## config.mk

```make
export PLATFORM = sky130hd
export DESIGN_NAME = zorro_autoconfig
export DESIGN_NICKNAME = d
export VERILOG_FILES = /design/src/rtl/autoconfig_pkg.sv /design/src/rtl/autoconfig_rom.sv /design/src/rtl/zorro_autoconfig.sv
export SDC_FILE = /design/constraint.sdc
export NUM_CORES = 1
export LEC_CHECK = 0
export ABC_CLOCK_PERIOD_IN_PS = 1750
export CELL_PAD_IN_SITES_DETAIL_PLACEMENT = 0
export CELL_PAD_IN_SITES_GLOBAL_PLACEMENT = 1
export CORE_MARGIN = 3
export CORE_UTILIZATION = 27
export DETAILED_ROUTE_END_ITERATION = 8
export PLACE_DENSITY_LB_ADDON = 0.08
export SYNTH_ARGS = -nofsm -noshare
export SYNTH_HDL_FRONTEND = slang
export SYNTH_SLANG_ARGS = --single-unit
```

## constraint.sdc

```tcl
create_clock -name CLK -period 1.75 [get_ports CLK]
set_input_delay 0.35 -clock CLK [delete_from_list [all_inputs] [get_ports CLK]]
set_output_delay 0.35 -clock CLK [all_outputs]
set_load 0.01 [all_outputs]
```

## src/rtl/autoconfig_pkg.sv

```systemverilog
// Shared constants and state encoding for the Zorro II AutoConfig responder.
package autoconfig_pkg;

  localparam logic [7:0] CFG_BASE    = 8'hE8;
  localparam logic [5:0] IDX_BASE_HI = 6'h24;
  localparam logic [5:0] IDX_BASE_LO = 6'h25;
  localparam logic [5:0] IDX_SHUTUP  = 6'h26;

  typedef enum logic [1:0] {
    UNCONF = 2'd0,
    CONF   = 2'd1,
    SHUTUP = 2'd2
  } ac_state_t;

  // er_Type bits 7:6 board type, bits 2:0 board size
  localparam logic [1:0] ERT_ZORRO2   = 2'b11;
  localparam logic [2:0] ER_SIZE_8M   = 3'b000;
  localparam logic [2:0] ER_SIZE_64K  = 3'b001;
  localparam logic [2:0] ER_SIZE_128K = 3'b010;
  localparam logic [2:0] ER_SIZE_256K = 3'b011;
  localparam logic [2:0] ER_SIZE_512K = 3'b100;
  localparam logic [2:0] ER_SIZE_1M   = 3'b101;
  localparam logic [2:0] ER_SIZE_2M   = 3'b110;
  localparam logic [2:0] ER_SIZE_4M   = 3'b111;

endpackage

```

## src/rtl/autoconfig_rom.sv

```systemverilog
// Config-space nibble lookup; everything but er_Type and $40/$42 reads
// back inverted.
module autoconfig_rom #(
  parameter logic [15:0] MANUF_ID = 16'h07DB,
  parameter logic [7:0]  PROD_ID  = 8'h05,
  parameter logic [31:0] SERIAL   = 32'h00000001,
  parameter logic [7:0]  ER_TYPE  = 8'hD2,
  parameter logic [15:0] DIAG_VEC = 16'h0000
) (
  input  logic [5:0] idx,
  output logic [3:0] nib
);

  always_comb begin
    nib = 4'hF;
    case (idx)
      6'd0:  nib = ER_TYPE[7:4];
      6'd1:  nib = ER_TYPE[3:0];
      6'd2:  nib = ~PROD_ID[7:4];
      6'd3:  nib = ~PROD_ID[3:0];
      6'd4:  nib = 4'hF;
      6'd5:  nib = 4'hF;
      6'd8:  nib = ~MANUF_ID[15:12];
      6'd9:  nib = ~MANUF_ID[11:8];
      6'd10: nib = ~MANUF_ID[7:4];
      6'd11: nib = ~MANUF_ID[3:0];
      6'd12: nib = ~SERIAL[31:28];
      6'd13: nib = ~SERIAL[27:24];
      6'd14: nib = ~SERIAL[23:20];
      6'd15: nib = ~SERIAL[19:16];
      6'd16: nib = ~SERIAL[15:12];
      6'd17: nib = ~SERIAL[11:8];
      6'd18: nib = ~SERIAL[7:4];
      6'd19: nib = ~SERIAL[3:0];
      6'd20: nib = ~DIAG_VEC[15:12];
      6'd21: nib = ~DIAG_VEC[11:8];
      6'd22: nib = ~DIAG_VEC[7:4];
      6'd23: nib = ~DIAG_VEC[3:0];
      6'd32: nib = 4'h0;
      6'd33: nib = 4'h0;
      default: nib = 4'hF;
    endcase
  end

endmodule

```

## src/rtl/zorro_autoconfig.sv

```systemverilog
// Zorro II AutoConfig responder for the IDE card: config reads, base
// latch, shut-up and CFGOUT_n chain.
module zorro_autoconfig
  import autoconfig_pkg::*;
#(
  parameter logic [15:0] MANUF_ID = 16'h07DB,
  parameter logic [7:0]  PROD_ID  = 8'h05,
  parameter logic [31:0] SERIAL   = 32'h00000001,
  parameter logic [7:0]  ER_TYPE  = 8'hD2,
  parameter logic [15:0] DIAG_VEC = 16'h0000
) (
  input  logic        CLK,
  input  logic        RESET,
  input  logic [23:1] ADDR,
  input  logic [3:0]  DIN,
  input  logic        UDS_n,
  input  logic        AS_n,
  input  logic        RW,
  input  logic        CFGIN_n,
  output logic        CFGOUT_n,
  output logic [3:0]  DOUT,
  output logic        DOE,
  output logic        ide_access,
  output logic        configured,
  output logic        shutup
);

  ac_state_t  state;
  ac_state_t  state_nxt;
  logic [6:0] base;
  logic [3:1] low_nib;
  logic       wr_done;
  logic       cfg_sel;
  logic       commit;
  logic [5:0] idx;
  logic [3:0] rom_nib;
  logic       unused_addr;

  assign unused_addr = ^ADDR[15:7];
  assign idx = ADDR[6:1];

  // RESET term lets DOE fall the instant reset is asserted
  assign cfg_sel = !RESET && !AS_n && !CFGIN_n
                && state == UNCONF
                && ADDR[23:16] == CFG_BASE;

  assign commit = cfg_sel && !RW && !UDS_n && !wr_done;

  autoconfig_rom #(
    .MANUF_ID (MANUF_ID),
    .PROD_ID  (PROD_ID),
    .SERIAL   (SERIAL),
    .ER_TYPE  (ER_TYPE),
    .DIAG_VEC (DIAG_VEC)
  ) u_rom (
    .idx (idx),
    .nib (rom_nib)
  );

  always_ff @(posedge CLK or posedge RESET) begin
    if (RESET) state <= UNCONF;
    else       state <= state_nxt;
  end

  always_comb begin
    state_nxt = state;
    if (commit) begin
      if (idx == IDX_BASE_HI)     state_nxt = CONF;
      else if (idx == IDX_SHUTUP) state_nxt = SHUTUP;
    end
  end

  always_comb begin
    DOE        = cfg_sel && RW && !UDS_n;
    DOUT       = DOE ? rom_nib : 4'h0;
    CFGOUT_n   = state == UNCONF;
    configured = state == CONF;
    shutup     = state == SHUTUP;
    ide_access = state == CONF && ADDR[23:17] == base;
  end

  // One commit per bus cycle, rearmed only once AS_n goes high
  always_ff @(posedge CLK or posedge RESET) begin
    if (RESET) begin
      base    <= 7'h00;
      low_nib <= 3'h0;
      wr_done <= 1'b0;
    end else begin
      if (AS_n)        wr_done <= 1'b0;
      else if (commit) wr_done <= 1'b1;
      if (commit && idx == IDX_BASE_LO) low_nib <= DIN[3:1];
      if (commit && idx == IDX_BASE_HI) base <= {DIN, low_nib};
    end
  end

endmodule

```

==> results by group <==
Drt
  • Total via count after detailed routing: roughly 860
  • Initial DRT Pass Iterations: 4
  • Initial detailed-routing violation count: 13
  • Post-route DRC violation count: 0
  • Aggregate routed wire length: between 2 and 3 mm
  • Routed length per placed instance: 13.04 um
  • Vias per Instance: roughly 4.4
  • Antenna-violating nets left: 0

Global routing
  • Final global-route overflow total: 0
  • Wire length of the first global-routing pass: between 4 and 5 mm
  • Largest net degree at the start of global routing: 14
  • Number of global-route vias before repair: 960
  • Overall fraction of global-route tracks in use: between 10% and 20%
  • Initial antenna violation count: 0

Final layout
  • Layout cells sized above 1: between 60% and 70%
  • Number of inserted diodes: 0
  • Combined flip-flop and latch cell area: 325.3 sq um
  • Multi-input gate area in the final layout: 666.9 sq um
  • Number of fill cells: roughly 300
  • Most common cell after layout, fill and taps aside: buf_4
  • Fin nets: between 150 and 200
  • Post-route cell area: ~0.0017 sq mm
  • Most frequent cells in the layout: 31 x buf_4, 13 x dfrtp_1, 13 x buf_6, 10 x mux2_4, 9 x buf_2
  • Area growth from synthesis to layout: 89.38%

Die
  • Die span in y: 63.20 um
  • Width of the chip: roughly 63 um
  • Count of boundary I/O pins: between 40 and 50
  • FP Rows: 20
  • Initial Utilization: around 29%
  • Core ar.: 0.003078 sq mm
  • Die Footprint: roughly 0.004 sq mm

Worst setup path
  • Reg2Reg Capture Point: low_nib[2]$_DFFE_PP0P_
  • Arrival time of data at the critical path endpoint: ~1.6 ns
  • Cell-by-cell trace of the critical path: buf_6 -> or4_4 -> nor2_4 -> nand4_1 -> buf_4 -> a21oi_2 -> buf_2
  • Source of the worst register-to-register timing path: state[0]$_DFFE_PP0P_
  • Max FO, Critical Path: 2
  • Logic depth of the worst register-to-register path: 6
  • Top Family by Delay on Critical Path: simple AND/OR/NAND/NOR gates
  • Minimum setup slack among reg-to-reg paths: -0.16 ns
  • Critical path launch point type: input pin
  • Critical path class: in -> out
  • Slowest-stage cell, CP: or4_4
  • Type of element capturing the critical path: output pin
  • Worst setup path startpoint: UDS_n
  • Maximum cell stage delay along the critical path: 0.55 ns
  • Buffering stage count on the worst path with inverters included: 3
  • Req. time, crit path: between 1 and 1.5 ns

Synthesis
  • Mapped cell area: between 800 and 900 sq um
  • Number of warnings printed during yosys synthesis: 0
  • Sequential element share of the synthesized area: a little under two fifths
  • Post-Syn Area per Cell: roughly 11 sq um
  • Synth cell types: 27
  • Number of nets in the synthesized netlist: ~120
  • Number of register bits inferred by synthesis: 13
  • Syn Inst Count: slightly below 80

Pwr
  • Leakage Power: ~0.8 nW
  • Pwr Density: between 300 and 400 mW/mm^2
  • Final total power: about 640 uW
  • Worst vdd rail ir drop: approximately 0.00037 V

STA
  • Worst Skew: 0.007632 ns
  • Number of hold-slack violations in the final timing report: 0
  • Worst Max-Slew Pin Slew: between 0.4 and 0.5 ns
  • Slew Limit Headroom: around two thirds
  • Final total negative setup slack: -2.407 ns
  • Max Slew Vio Count: 0
  • Final WS setup: -0.2423 ns
  • Final critical-path share of the clock period: 113.8%
  • Unrepaired setup endpoints after global routing: true
  • Shortest clock period the worst path allows after layout: ~2 ns
  • Setup violations, final: 15
  • Max frequency: 501.9 MHz

Place
  • DP HPWL: ~1.9 mm
  • Cell area after placement: around 0.0015 sq mm
  • Final weighted congestion in routability-driven placement: 0.7579
  • Count of port buffers added during placement: 32

Flow run
  • Max Cap Viol: 0

Status
  • Status: finished with violations
  • Violated checks: setup timing

Clock network
  • Cts hold-fix bufs: 0
  • Maximum level of the CTS H-tree: 1
  • Clock tree sinks: 13
  • Clock tree root driver cell: clkbuf_4
  • Clock latency of the later-clocked register in the worst-skew pair: approximately 0.28 ns
  • Clock tree from TritonCTS: built
  • Clock transition time at the flip-flop clock pins of the worst setup and hold paths: roughly 0.08 ns
  • CTS max path bufs: 2
  • Number of buffers created by CTS: 3

Min path
  • Class of the tightest hold or removal check: in -> async
==> cell type report <==
| type | count | share of cell area (%) |
|---|---|---|
| multi-input cells | 59 | 39.87 |
| repair buffers | 70 | 34.63 |
| flip-flops and latches | 13 | 19.45 |
| well taps | 44 | 3.291 |
| clock buffers | 3 | 1.346 |
| inverters | 5 | 1.122 |
| clock inverters | 1 | 0.2992 |
==> cells by family (layout without fill, tap and decap cells) <==
family	count (synthesis)	count (layout)	share of synthesized area (%)
and+or+nand+nor	25	25	21.96
DFF	13	13	36.83
AOI/OAI and AO/OA	11	11	8.074
muxes	11	11	17.00
xor gates and xnor gates	7	7	6.941
adders and majority gates	5	5	7.082
buffers and inverters	5	79	2.125
==> power breakdown <==
part           internal [mW]  total, mW  switching [mW]  leakage, nW
Combinational         0.0936      0.157          0.0637        0.603
Sequential             0.300      0.300       0.0000183        0.182
Clock                 0.0846      0.184          0.0989       0.0177
Total                  0.478      0.641           0.163        0.802
==> metal layers <==
metal  share of wire [%]  routed length (um)  GRT usage, %
met3                 6.4                 163         5.348
met1                  48                1210         18.28
met4                0.39                  10         2.695
met2                  46                1159         22.40
met5                   0                   0             0
==> worst max path at each step <==
| stage | to | cells after the start |
|---|---|---|
| global route | DOUT[2] | 7 |
| finish | DOUT[3] | 7 |
| CTS | DOUT[1] | 7 |
| detailed placement | DOUT[2] | 6 |
| floorplan | low_nib[1]$_DFFE_PP0P_ | 4 |
| global placement | DOUT[2] | 6 |
==> sequential cells by signal, indices dropped and copies added, names as in the netlist <==
register,cells
base,7
low_nib,3
state,2
wr_done,1
==> metrics by stage <==
| step | util (%) | setup slack, ns | std cells | hold slack (ns) |
|---|---|---|---|---|
| after floorplan | - | -0.07142 | 77 | 0.2270 |
| after global placement | 48.29 | -0.9526 | 182 | 0.4688 |
| after detailed placement | 48.29 | -1.010 | 182 | 0.4838 |
| after CTS | 52.64 | -0.2690 | 194 | 0.1041 |
| after global routing | 54.35 | -0.3144 | 195 | 0.1238 |
| final | 54.35 | -0.2423 | 195 | 0.09528 |
==> cell usage after synthesis, drive strengths merged <==
cell type	instances	area [sq um]
a211oi	1	7.510
a21oi	4	20.02
a31oi	3	18.77
and3	2	12.51
dfrtp	13	325.3
ha	5	62.56
inv	5	18.77
mux2	11	150.1
nand2	2	7.510
nand2b	2	12.51
nand3	1	17.52
nand4	3	18.77
nand4bb	2	22.52
nor2	4	15.01
nor2b	2	12.51
nor3	2	21.27
nor4	1	21.27
o311a	1	10.01
o31ai	2	15.01
or2	1	6.260
or3	1	6.260
or3b	1	8.760
or4	1	11.26
xnor2	7	61.31
==> timing repair <==
| action | CTS | global route |
|---|---|---|
| buffers inserted | 9 | 6 |
| gates resized for setup | 91 | 25 |
| pin swaps | 12 | 9 |
| endpoints found under the setup margin | 21 | 18 |
Power figures use the tool's default switching activity.
